File: config.mk
export PLATFORM = sky130hd
export DESIGN_NAME = alu_sequencer_flat
export DESIGN_NICKNAME = d
export VERILOG_FILES = /design/src/rtl/alu_pkg.sv /design/src/rtl/alu_sequencer_if.sv /design/src/rtl/alu_iter_counter.sv /design/src/rtl/alu_sequencer.sv /design/src/flat_wrapper.sv
export SDC_FILE = /design/constraint.sdc
export NUM_CORES = 1
export LEC_CHECK = 0
export BUFFER_PORTS_ARGS = -buffer_cell sky130_fd_sc_hd__buf_2
export CORE_UTILIZATION = 53
export CTS_BUF_LIST = sky130_fd_sc_hd__clkbuf_8
export DETAILED_ROUTE_END_ITERATION = 6
export PLACE_DENSITY = 0.79
export SYNTH_ARGS = -nofsm -noshare
export SYNTH_HDL_FRONTEND = slang
export SYNTH_SLANG_ARGS = --single-unit
File: constraint.sdc
create_clock -name clk -period 1.9 [get_ports clk]
set_input_delay 0.38 -clock clk [delete_from_list [all_inputs] [get_ports clk]]
set_output_delay 0.38 -clock clk [all_outputs]
set_load 0.02 [all_outputs]
File: src/rtl/alu_pkg.sv
// Shared ALU encodings: opcodes, control-word bit positions and sequencer states.
// Both the sequencer and the datapath register unit decode the cs bus with these indices.
package alu_pkg;

    localparam logic [1:0] OP_ADD = 2'b00;
    localparam logic [1:0] OP_SUB = 2'b01;
    localparam logic [1:0] OP_MUL = 2'b10;
    localparam logic [1:0] OP_DIV = 2'b11;

    localparam int CS_IDLE   = 0;
    localparam int CS_LOAD   = 1;
    localparam int CS_ADD    = 2;
    localparam int CS_SUB    = 3;
    localparam int CS_SHIFT  = 4;
    localparam int CS_RESULT = 5;
    localparam int CS_COUNT  = 6;
    localparam int CS_FIX    = 7;

    typedef enum logic [3:0] {
        S_IDLE   = 4'd0,
        S_LOAD   = 4'd1,
        S_ADDSUB = 4'd2,
        S_EXAM   = 4'd3,
        S_MSHIFT = 4'd4,
        S_DSHIFT = 4'd5,
        S_DARITH = 4'd6,
        S_FIX    = 4'd7,
        S_RESULT = 4'd8,
        S_DONE   = 4'd9
    } state_t;

    function automatic logic [7:0] cs_bit(input int idx);
        return 8'd1 << idx;
    endfunction

endpackage

File: src/rtl/alu_sequencer_if.sv
// Control/status bundle between the ALU sequencer (master) and the datapath register unit (slave).
// start is a level held by the datapath until it sees stop; stop is a one-cycle pulse.
interface alu_sequencer_if;

    logic       start;
    logic [1:0] opcode;
    logic       q0;
    logic       q_1;
    logic       a_msb;
    logic [7:0] cs;
    logic       stop;
    logic       busy;

    modport master (
        input  start, opcode, q0, q_1, a_msb,
        output cs, stop, busy
    );

    modport slave (
        output start, opcode, q0, q_1, a_msb,
        input  cs, stop, busy
    );

endinterface

File: src/rtl/alu_iter_counter.sv
// Iteration counter for the multiply/divide loops; last flags count == WIDTH-1.
// Saturates at WIDTH-1 so it only ever wraps through the clear.
module alu_iter_counter #(
    parameter int WIDTH = 8,
    parameter int CNT_W = $clog2(WIDTH)
) (
    input  logic clk,
    input  logic rst,
    input  logic clr,
    input  logic inc,
    output logic last
);

    logic [CNT_W-1:0] count;

    assign last = (count == CNT_W'(WIDTH - 1));

    always_ff @(posedge clk or posedge rst) begin
        if (rst) begin
            count <= '0;
        end else if (clr) begin
            count <= '0;
        end else if (inc && !last) begin
            count <= count + CNT_W'(1);
        end
    end

endmodule

File: src/rtl/alu_sequencer.sv
// Control FSM for the ALU datapath: add/sub in 4 cycles, Booth multiply and non-restoring
// divide in 2*WIDTH+3 cycles (+1 for remainder fix); no backpressure, stop pulses once per op.
module alu_sequencer
    import alu_pkg::*;
#(
    parameter int WIDTH = 8,
    parameter int CNT_W = $clog2(WIDTH)
) (
    input  logic               clk,
    input  logic               rst,
    alu_sequencer_if.master    bus
);

    state_t     state;
    state_t     state_nxt;
    logic [1:0] op_r;
    logic       sgn_r;
    logic       fin_r;
    logic       last;
    logic [7:0] cs;
    logic       stop;

    alu_iter_counter #(.WIDTH(WIDTH), .CNT_W(CNT_W)) u_cnt (
        .clk  (clk),
        .rst  (rst),
        .clr  (state == S_LOAD),
        .inc  ((state == S_MSHIFT) || (state == S_DSHIFT)),
        .last (last)
    );

    // fin_r marks the final divide iteration, since the counter saturates at WIDTH-1.
    always_ff @(posedge clk or posedge rst) begin
        if (rst) begin
            state <= S_IDLE;
            op_r  <= OP_ADD;
            sgn_r <= 1'b0;
            fin_r <= 1'b0;
        end else begin
            state <= state_nxt;
            if (state == S_IDLE && bus.start) op_r <= bus.opcode;
            if (state == S_LOAD) fin_r <= 1'b0;
            if (state == S_DSHIFT) begin
                sgn_r <= bus.a_msb;
                fin_r <= last;
            end
        end
    end

    always_comb begin
        state_nxt = state;
        unique case (state)
            S_IDLE:   if (bus.start) state_nxt = S_LOAD;
            S_LOAD: begin
                unique case (op_r)
                    OP_ADD, OP_SUB: state_nxt = S_ADDSUB;
                    OP_MUL:         state_nxt = S_EXAM;
                    OP_DIV:         state_nxt = S_DSHIFT;
                    default:        state_nxt = S_ADDSUB;
                endcase
            end
            S_ADDSUB: state_nxt = S_RESULT;
            S_EXAM:   state_nxt = S_MSHIFT;
            S_MSHIFT: state_nxt = last ? S_RESULT : S_EXAM;
            S_DSHIFT: state_nxt = S_DARITH;
            S_DARITH: begin
                if (!fin_r)         state_nxt = S_DSHIFT;
                else if (bus.a_msb) state_nxt = S_FIX;
                else                state_nxt = S_RESULT;
            end
            S_FIX:    state_nxt = S_RESULT;
            S_RESULT: state_nxt = S_DONE;
            S_DONE:   state_nxt = S_IDLE;
            default:  state_nxt = S_IDLE;
        endcase
    end

    always_comb begin
        cs   = '0;
        stop = 1'b0;
        unique case (state)
            S_IDLE:   cs = cs_bit(CS_IDLE);
            S_LOAD:   cs = cs_bit(CS_LOAD);
            S_ADDSUB: cs = (op_r == OP_SUB) ? cs_bit(CS_SUB) : cs_bit(CS_ADD);
            S_EXAM: begin
                // Booth recoding: 01 adds the multiplicand, 10 subtracts it.
                unique case ({bus.q0, bus.q_1})
                    2'b01:   cs = cs_bit(CS_ADD);
                    2'b10:   cs = cs_bit(CS_SUB);
                    default: cs = '0;
                endcase
            end
            S_MSHIFT, S_DSHIFT: cs = cs_bit(CS_SHIFT) | cs_bit(CS_COUNT);
            S_DARITH: cs = sgn_r ? cs_bit(CS_ADD) : cs_bit(CS_SUB);
            S_FIX:    cs = cs_bit(CS_FIX);
            S_RESULT: cs = cs_bit(CS_RESULT);
            S_DONE:   stop = 1'b1;
            default:  cs = cs_bit(CS_IDLE);
        endcase
    end

    assign bus.cs   = cs;
    assign bus.stop = stop;
    assign bus.busy = (state != S_IDLE);

endmodule

File: src/flat_wrapper.sv
// flat-port wrapper written by rule: the top's interface ports become plain ports
module alu_sequencer_flat import alu_pkg::*;
#(
    parameter int WIDTH = 8,
    parameter int CNT_W = $clog2(WIDTH)
)
  (clk, rst, bus_start, bus_opcode, bus_q0, bus_q_1, bus_a_msb, bus_cs, bus_stop, bus_busy);
  alu_sequencer_if bus_i ();
  input  logic clk;
  input  logic rst;
  input wire logic [$bits(bus_i.start)-1:0] bus_start;
  input wire logic [$bits(bus_i.opcode)-1:0] bus_opcode;
  input wire logic [$bits(bus_i.q0)-1:0] bus_q0;
  input wire logic [$bits(bus_i.q_1)-1:0] bus_q_1;
  input wire logic [$bits(bus_i.a_msb)-1:0] bus_a_msb;
  output wire logic [$bits(bus_i.cs)-1:0] bus_cs;
  output wire logic [$bits(bus_i.stop)-1:0] bus_stop;
  output wire logic [$bits(bus_i.busy)-1:0] bus_busy;
  assign bus_i.start = bus_start;
  assign bus_i.opcode = bus_opcode;
  assign bus_i.q0 = bus_q0;
  assign bus_i.q_1 = bus_q_1;
  assign bus_i.a_msb = bus_a_msb;
  assign bus_cs = bus_i.cs;
  assign bus_stop = bus_i.stop;
  assign bus_busy = bus_i.busy;
  alu_sequencer #(.WIDTH(WIDTH), .CNT_W(CNT_W)) u_core (.clk(clk), .rst(rst), .bus(bus_i));
endmodule
# ---- Yosys cells after proc, flatten, opt, wreduce, memory -nomap -nowiden
# Index checks and enable logic that the tools add are counted.
dict set report classes {
  add_sub_neg 1
  n_eq_ne 16
  mux 15
  reduce_logical 12
}
# op count
set ops {}
lappend ops {{one-hot mux 8 bit (8 select lines)} 1}
lappend ops {{one-hot mux 4 bit (8 select lines)} 1}
lappend ops {{two-way mux 4 bit} 6}
lappend ops {{equality test 4 x 3 -> 1 bit, second input constant} 4}
lappend ops {{one-hot mux 4 bit (3 select lines)} 1}
lappend ops {{equality test 4 x 2 -> 1 bit, second input constant} 2}
lappend ops {{equality test 4 bit, second input constant} 2}
lappend ops {{one-hot mux 4 bit (2 select lines)} 1}
lappend ops {{equality test 2 bit, second input constant} 3}
lappend ops {{two-way mux 3 bit} 2}
lappend ops {{OR reduction 2 bit} 3}
lappend ops {{equality test 2 x 1 -> 1 bit, second input constant} 2}
lappend ops {{equality test 4 x 1 -> 1 bit, second input constant} 1}
lappend ops {{zero test 4 bit} 1}
lappend ops {{nonzero test 2 bit} 2}
lappend ops {{nonzero test 4 bit} 1}
lappend ops {{adder 3 x 1 -> 3 bit, second input constant} 1}
lappend ops {{equality test 3 bit, second input constant} 1}
lappend ops {{two-way mux 1 bit} 3}
lappend ops {{logical AND 1 bit} 2}
lappend ops {{zero test 2 bit} 1}
lappend ops {{!= test 2 bit, second input constant} 1}
lappend ops {{zero test 1 bit} 1}
lappend ops {{logical OR 1 bit} 1}
dict set report totals {
  reg_bits 11
  in_bits 8
}

# ---- Depth between registers and ports, before layout
# Gate-level depths: netlist of the first run.
dict set report logic_depth {
  ltp_word 5
  mapped_depth 6
  mapped_depth_nobuf 6
}

# ---- Cells and area by module
# From an unflattened synthesis of the first run, not the netlist that was laid out.
dict set report unflattened {
  cells_unflattened 88
  area_unflattened_um2 784.5
}
# mod instances cells_per_inst area_each_um2
set by_module_without_submodules {}
lappend by_module_without_submodules {alu_sequencer 1 72 596.8}
lappend by_module_without_submodules {alu_iter_counter 1 16 187.7}

# ---- Worst setup path after synthesis of the first run
# OpenSTA, ideal clock, no wires.
dict set report synth_path {
  path_type {reg2out}
  start {reg u_core.state[2]}
  end {out bus_cs[3]}
  arrival_time_ns 1.306
  required_time_ns 1.520
  setup_slack_ns 0.214
  stages_incl_launch_ff 3
  path_buffers 0
  cell_sequence {dfrtp_1 or4b_1 a21oi_1}
}
dict set report synth_via {
  elab_chain_cells 3
}
# item line
set synth_lines {}
lappend synth_lines {{from (decl)} alu_sequencer.sv:14} ;# state_t state;
lappend synth_lines {{from (signal assigned)} alu_sequencer.sv:39} ;# state <= state_nxt;
lappend synth_lines {{equality test 4 x 3 -> 1 bit} alu_sequencer.sv:80} ;# unique case (state)
lappend synth_lines {{OR reduction 2 bit} alu_sequencer.sv:80}
lappend synth_lines {{one-hot mux 8 bit (8 select lines) *} alu_sequencer.sv:80}
lappend synth_lines {{to (decl)} flat_wrapper.sv:16} ;# output wire logic [$bits(bus_i.cs)-1:0] bus_cs;
# Mark *: on every way between the ends. The rest lies on a longest branch, timed or not.

# ---- Final worst setup path of the first run
dict set report layout_path {
  start {reg u_core.state[0]}
  end {out bus_cs[3]}
}
# The elaborated chain is that of the path after synthesis.

==> flow_summary.json, run 1 <==
{
  "status": "complete, no violations",
  "swShare_pct": 44.46,
  "tightest_slew_ps": 423.8,
  "drt_pass1_iterations": 4,
  "power.internal_uw": 768.0,
  "die_h_um": 38.62,
  "core_area_um2": 1171,
  "io_pins": 18,
  "synth_area_leader_cell": "dfrtp_1",
  "vias": 659,
  "total_power_mw": 1.383,
  "wl_per_cell_um": 13.20,
  "ys_ff_latch": 11,
  "timing.final.ws_setup_ps": 49.27,
  "grt_util_all_layers_pct": 24.63,
  "fin_util_pct": 76.07,
  "cts.sinks": 11,
  "crit_fanout": 5,
  "syn-mean-instance-area_um2": 8.562,
  "yosys_warnings": 0,
  "vias_per_cell": 5.585,
  "hp-class": "in -> async",
  "critPathTopFamily": "simple AND/OR/NAND/NOR gates",
  "drc": 0,
  "synth_top_area_share_pct": 38.73,
  "detail-route-antenna-nets": 0,
  "fin_crit_sh_pct": 97.41,
  "gp_congestion": 0.8429,
  "hpwl_um": 1115,
  "final_net_count": 115,
  "rsz0062_at_grt": "false",
  "skew_ps": 0.9060,
  "initial_core_util_pct": 60.68,
  "cts_tree": "yes",
  "path_buf_inv": 2,
  "cts_buffers": 3,
  "synth.top_cells.by_area": "dfrtp_1 (39%), o21ai_0 (6.3%), nor2_1 (5.8%), a21oi_1 (4.9%), mux2_2 (4.8%)",
  "row_count": 12,
  "tns_ps": 0,
  "syn2layout_area_growth_pct": 25.35,
  "yosysSeqAreaShare_pct": 38.73,
  "critical_path_class": "reg -> out",
  "finalWirelength_um": 1558,
  "cts-htree-levels": 1,
  "pwr-share-seq_pct": 29.1,
  "syn_nets": 93,
  "die_w_um": 38.62,
  "dpl_cell_area_um2": 815.8,
  "maxCapViolations": 0,
  "holdBufCountCts": 0,
  "initialDrtViolationCount": 24,
  "ir_worst_vdd_mv": 1.166,
  "power.leakage_nw": 0.4313,
  "netlist_area_um2": 710.7,
  "ys_types": 25,
  "worstPathCellList": "inv_2, or4b_4, a21oi_2, buf_4",
  "antennaDiodeCount": 0,
  "cts-root-buf": "clkbuf_8",
  "synth-edff-count": 0,
  "grt_overflow": 0,
  "grt_max_degree": 12,
  "clock_tree.buffer_depth": 2,
  "synthCells": 83,
  "rrSetupSlack_ps": 420,
  "maxSlewViolCount": 0,
  "setup_violations": 0,
  "synth-async-reset-ratio_pct": 100.0,
  "crit_slowest_cell": "or4b_4",
  "fin_crit_ps": 1851,
  "grt_pass1_wl_um": 2283,
  "critical_path_required_ps": 1520,
  "worst_setup_path_end_kind": "output port",
  "dieArea_um2": 1492,
  "grt_pass1_vias": 554,
  "cp-start-kind": "register",
  "layout-drive-gt1-share_pct": 34.62,
  "synth_flop_cell": "dfrtp_1",
  "fin_area_um2": 890.9,
  "clock_latency_ps": 240,
  "dpl_worst_slack_ps": 246.6,
  "clockPowerShare_pct": 16.5,
  "p_comb_share_pct": 54.4,
  "synth_top_cells_by_count": "dfrtp_1 (11), nor2_1 (11), o21ai_0 (9)",
  "slowest_delay_ps": 520,
  "hold_viol": 0,
  "clkTransAtPathRegs_ps": 50,
  "portBuffers": 17,
  "fmaxAchievable_mhz": 540.3,
  "power_density_nw_per_um2": 1552,
  "netSwitchingPower_uw": 614.9,
  "arrival_ps": 1470,
  "relSlewSlack_pct": 71.72,
  "antenna_found_initial": 0
}
## placed cells by master, fill, tap and decap left out, types with 2 or more instances in the layout
master	instances
a21oi_1	6
buf_2	16
buf_4	6
clkbuf_8	3
dfrtp_1	11
ha_1	2
inv_1	3
mux2_2	3
mux2i_1	3
nand2_1	7
nand2b_1	4
nand3_1	2
nor2_1	11
nor3_1	2
nor3_2	2
o21ai_0	8
## worst paths after layout
kind / start / endpoint / cells after the start
worst max-delay path: u_core.state[0]$_DFFE_PP0P_ / bus_cs[3] / 4
worst min-delay path: rst / u_core.op_r[0]$_DFFE_PP0P_ / 2
worst max register to register: u_core.u_cnt.count[0]$_DFFE_PP0P_ / u_core.u_cnt.count[1]$_DFFE_PP0P_ / 5
worst min register to register: u_core.u_cnt.count[2]$_DFFE_PP0P_ / u_core.u_cnt.count[2]$_DFFE_PP0P_ / 2
max in group asynchronous: rst / u_core.state[0]$_DFFE_PP0P_ / 2
min in group clk: bus_opcode[1] / u_core.op_r[1]$_DFFE_PP0P_ / 2
## state kept, by name, indices dropped and copies added, names as in the netlist
name and flops:
u_core.u_cnt.count 3, u_core.op_r 2, u_core.sgn_r 1, u_core.state 4, u_core.fin_r 1
## cell type report
cell class	count	area (µm²)
clock buffers	3	41.29
well taps	14	17.52
fillers	85	280.3
multi-input cells	64	416.7
inverters	3	11.26
repair buffers	22	125.1
flip-flops and latches	11	275.3
clock inverters	1	3.754
## cells by family after synthesis
family	after synthesis	share of synthesized area, %
flip-flops	11	38.73
AND/OR/NAND/NOR	36	27.29
buffers and inverters	8	5.458
AO/OA/AOI/OAI	19	14.79
XOR/XNOR	1	1.233
multiplexers	6	8.979
adder cells (fa/ha/maj)	2	3.521
## routing by layer
metal | track usage (%) | part of all wire (%) | vias up
met5 | 0 | 0 | -
met4 | 17.24 | 2.7 | 0
met1 | 31.09 | 44 | 292
li1 | - | - | 332
met3 | 8.671 | 6.6 | 6
met2 | 34.58 | 47 | 29
## what timing repair did
item / in CTS / in global routing
gates resized for setup: 0 / 8
endpoints found under the setup margin: 1 / 2
buffers inserted: 1 / 0
gates cloned: 0 / 0
## worst reg2reg max path, cell delays in order (launching register included)
cell     delay (ps)
dfrtp_1         390
ha_1            210
ha_1            240
nor3_4          250
mux2i_1         210
nor2_1           50
## metrics by stage
| step | std cells | hold WS, ps |
|---|---|---|
| 2_1_floorplan | 83 | 232.4 |
| 3_3_place_gp | 113 | 385.8 |
| 3_5_place_dp | 113 | 391.5 |
| 4_1_cts | 118 | 142.6 |
| 5_1_grt | 118 | 178.4 |
| 6_report | 118 | 125.5 |
## power groups by stage
stage	Clock, mW	Sequential (mW)	Combinational [mW]
after global placement	0	0.396	0.686
final	0.228	0.402	0.753
after global routing	0.244	0.408	0.821
after detailed placement	0	0.401	0.701
after floorplan	0	0.375	0.535
after CTS	0.237	0.395	0.715
(Power assumes the default switching activity.)
==> inputs of run 2 (changes only) <==
--- a/config.mk
+++ b/config.mk
@@ -8,8 +8,9 @@
 export BUFFER_PORTS_ARGS = -buffer_cell sky130_fd_sc_hd__buf_2
-export CORE_UTILIZATION = 53
+export CORE_UTILIZATION = 54
 export CTS_BUF_LIST = sky130_fd_sc_hd__clkbuf_8
 export DETAILED_ROUTE_END_ITERATION = 6
-export PLACE_DENSITY = 0.79
+export PLACE_DENSITY_LB_ADDON = 0.15
 export SYNTH_ARGS = -nofsm -noshare
 export SYNTH_HDL_FRONTEND = slang
+export SYNTH_HIERARCHICAL = 1
 export SYNTH_SLANG_ARGS = --single-unit
==> constraint.sdc (replaced) <==
create_clock -name clk -period 1.9 [get_ports clk]
set_input_delay 0 -clock clk [delete_from_list [all_inputs] [get_ports clk]]
set_output_delay 0 -clock clk [all_outputs]
set_load 0.02 [all_outputs]
==> run 2 against run 1 <==
Synthesized cell count rose by 6.0%; wire length up 9.2%; via count increased by 5.9%; setup slack better by 170 ps; largest cell class unchanged; sequential share of layout area is 1.6 points lower; clock power about the same.
==> flow_summary.json, run 2 <==
{
  "status": "complete, no violations",
  "tightest_slew_ps": 420.5,
  "synth_mux_area_share_pct": 8.134,
  "fmaxAchievable_mhz": 596.2,
  "syn2layout_area_growth_pct": 19.94,
  "relSlewSlack_pct": 71.97,
  "crit_fanout": 10,
  "yosys_warnings": 6,
  "grt_overflow": 0,
  "vias_per_cell": 5.584,
  "detail-route-antenna-nets": 0,
  "tns_ps": 0,
  "vias": 698,
  "maxSlewViolCount": 0,
  "initialDrtViolationCount": 9,
  "grt_pass1_vias": 594,
  "synthMostInstantiatedCell": "nor2_1",
  "grt_pass1_wl_um": 2635,
  "rsz0062_at_grt": "false",
  "synth-xor-area-share_pct": 0,
  "clock_tree.buffer_depth": 2,
  "synth-async-reset-ratio_pct": 100.0,
  "gp_congestion": 0.8575,
  "finalWirelength_um": 1702,
  "portBuffers": 17,
  "critical_path_class": "reg -> out",
  "synth_top_cells_by_count": "nor2_1 (12), dfrtp_1 (11), nand2_1 (7)",
  "fillCellCount": 120,
  "reg_top3": "u_core/state x4, u_core/u_cnt/count x3, u_core/op_r x2",
  "layout_common_cells": "buf_2 (17), nor2_1 (12), dfrtp_1 (11)",
  "fin_crit_sh_pct": 88.28,
  "cts-htree-levels": 1,
  "fin_area_um2": 940.9,
  "syn-mean-instance-area_um2": 8.915,
  "hold_viol": 0,
  "hold_ws_ps": 35.96,
  "io_pins": 18,
  "total_power_mw": 1.445,
  "ir_worst_vdd_mv": 0.8971,
  "synth_flop_cell": "dfrtp_1",
  "dp.cells": 118,
  "drt_pass1_iterations": 4,
  "antenna_found_initial": 0,
  "die_h_um": 40.12,
  "slowest_delay_ps": 520,
  "core_area_um2": 1334,
  "dieArea_um2": 1609,
  "yosys.area_share.simple_pct": 29.19,
  "wl_per_cell_um": 13.62,
  "fin_util_pct": 70.54,
  "final_net_count": 121,
  "cts-root-buf": "clkbuf_8",
  "synth_compound_area_share_pct": 15.79,
  "largest_reg_flops": 4,
  "crit_slowest_cell": "dfrtp_1",
  "synth_top_family_by_area": "simple AND/OR/NAND/NOR gates",
  "critPathTopFamily": "simple AND/OR/NAND/NOR gates",
  "multi_input_area_um2": 441.7,
  "die_w_um": 40.12,
  "timing.final.ws_setup_ps": 222.7,
  "power_density_nw_per_um2": 1535,
  "cp-start-kind": "register",
  "synth_area_leader_cell": "dfrtp_1",
  "antennaDiodeCount": 0,
  "yosysSeqAreaShare_pct": 35.09,
  "row_count": 13,
  "ctsResizeCount": 0,
  "fin_crit_ps": 1677,
  "arrival_ps": 1680,
  "maxCapViolations": 0,
  "grt_util_all_layers_pct": 25.94,
  "initial_core_util_pct": 58.82,
  "syn_nets": 98,
  "dpl_cell_area_um2": 865.8,
  "clkTransAtPathRegs_ps": 50,
  "path_buf_inv": 1,
  "cts_buffers": 3,
  "setup_violations": 0,
  "synthAdderAreaFrac_pct": 3.190,
  "drc": 0,
  "mostFrequentLayoutCell": "buf_2",
  "grt_max_degree": 16,
  "worstPathCellList": "or3b_1, o21ai_1, nand3_1, o31ai_1, buf_2",
  "dpl_worst_slack_ps": 278.8,
  "critical_path_required_ps": 1900,
  "synthCells": 88,
  "cts.sinks": 11,
  "synth_top_area_share_pct": 35.09,
  "synth.top_cells.by_area": "dfrtp_1 (35%), nor2_1 (5.7%), buf_6 (4.3%), mux2_2 (4.3%), mux2_4 (3.8%)",
  "worst_setup_path_end_kind": "output port",
  "post_cts_buffers": 0,
  "hp-class": "in -> reg",
  "cts_tree": "yes",
  "regMostFlops": "u_core/state",
  "ys_ff_latch": 11,
  "ys_types": 31,
  "seq_area_um2": 275.3,
  "clock_latency_ps": 240,
  "hpwl_um": 1266,
  "skew_ps": 3.233,
  "power.leakage_nw": 0.4638,
  "layout-drive-gt1-share_pct": 29.09,
  "netlist_area_um2": 784.5,
  "final_cells": 125,
  "synth-edff-count": 0
}
-- run 2: cell types whose count changed in the layout (fill, tap and decap cells not counted), sizes merged, moves of 3 or more --
cell         previous run  this run
dlygate4sd3             0         3
mux2i                   3         0
nor3                    5         2
o31ai                   1         4
inv                     4         7
a21oi                   7         3
-- run 2: power breakdown --
part / internal, mW / switching (mW) / leakage (nW) / total (mW)
logic: 0.346 / 0.410 / 0.295 / 0.756
registers: 0.320 / 0.138 / 0.142 / 0.458
clock network: 0.142 / 0.0884 / 0.0269 / 0.230
total: 0.808 / 0.636 / 0.464 / 1.44
-- run 2: final timing paths --
check,start,slack [ps],cells past startpoint,endpoint
worst max register to register,u_core/state[3]$_DFFE_PP0P_,250,4,u_core/u_cnt/count[0]$_DFFE_PP0P_
min in group asynchronous,rst,190,3,u_core/u_cnt/count[2]$_DFFE_PP0P_
worst min-delay path,bus_a_msb,40,2,u_core/sgn_r$_DFFE_PP0P_
worst max-delay path,u_core/state[0]$_DFFE_PP0P_,220,5,bus_cs[3]
worst min register to register,u_core/u_cnt/count[2]$_DFFE_PP0P_,540,2,u_core/u_cnt/count[2]$_DFFE_PP0P_
max in group asynchronous,rst,1420,3,u_core/op_r[0]$_DFFE_PP0P_
-- run 2: cell families (layout without fill, tap and decap cells) --
kind of cell / Yosys count / after routing
AOI/OAI and AO/OA: 20 / 20
adders and majority gates: 2 / 2
buffers and inverters: 11 / 33
DFF: 11 / 11
muxes: 5 / 5
and+or+nand+nor: 39 / 39
-- run 2: metal layers --
layer	vias to the layer above	global-route usage, %	routed length, µm
li1	352	-	-
met1	310	34.51	809
met2	32	38.71	747
met3	4	8.333	126
met4	0	10.34	18
met5	-	0	0
-- run 2: area by class of cell --
class                      count  share of cell area, %
sequential                    11                  29.26
multi-input combinational     66                  46.94
clock inverter                 1                 0.3989
timing repair buffer          23                  14.63
tap                           15                  1.995
inverter                       6                  2.394
clock buffer                   3                  4.388
-- run 2: repair_timing --
item / CTS / global route
endpoints found under the setup margin: 0 / 0
hold buffers: 3 / 0
endpoints found under the hold margin: 13 / 0
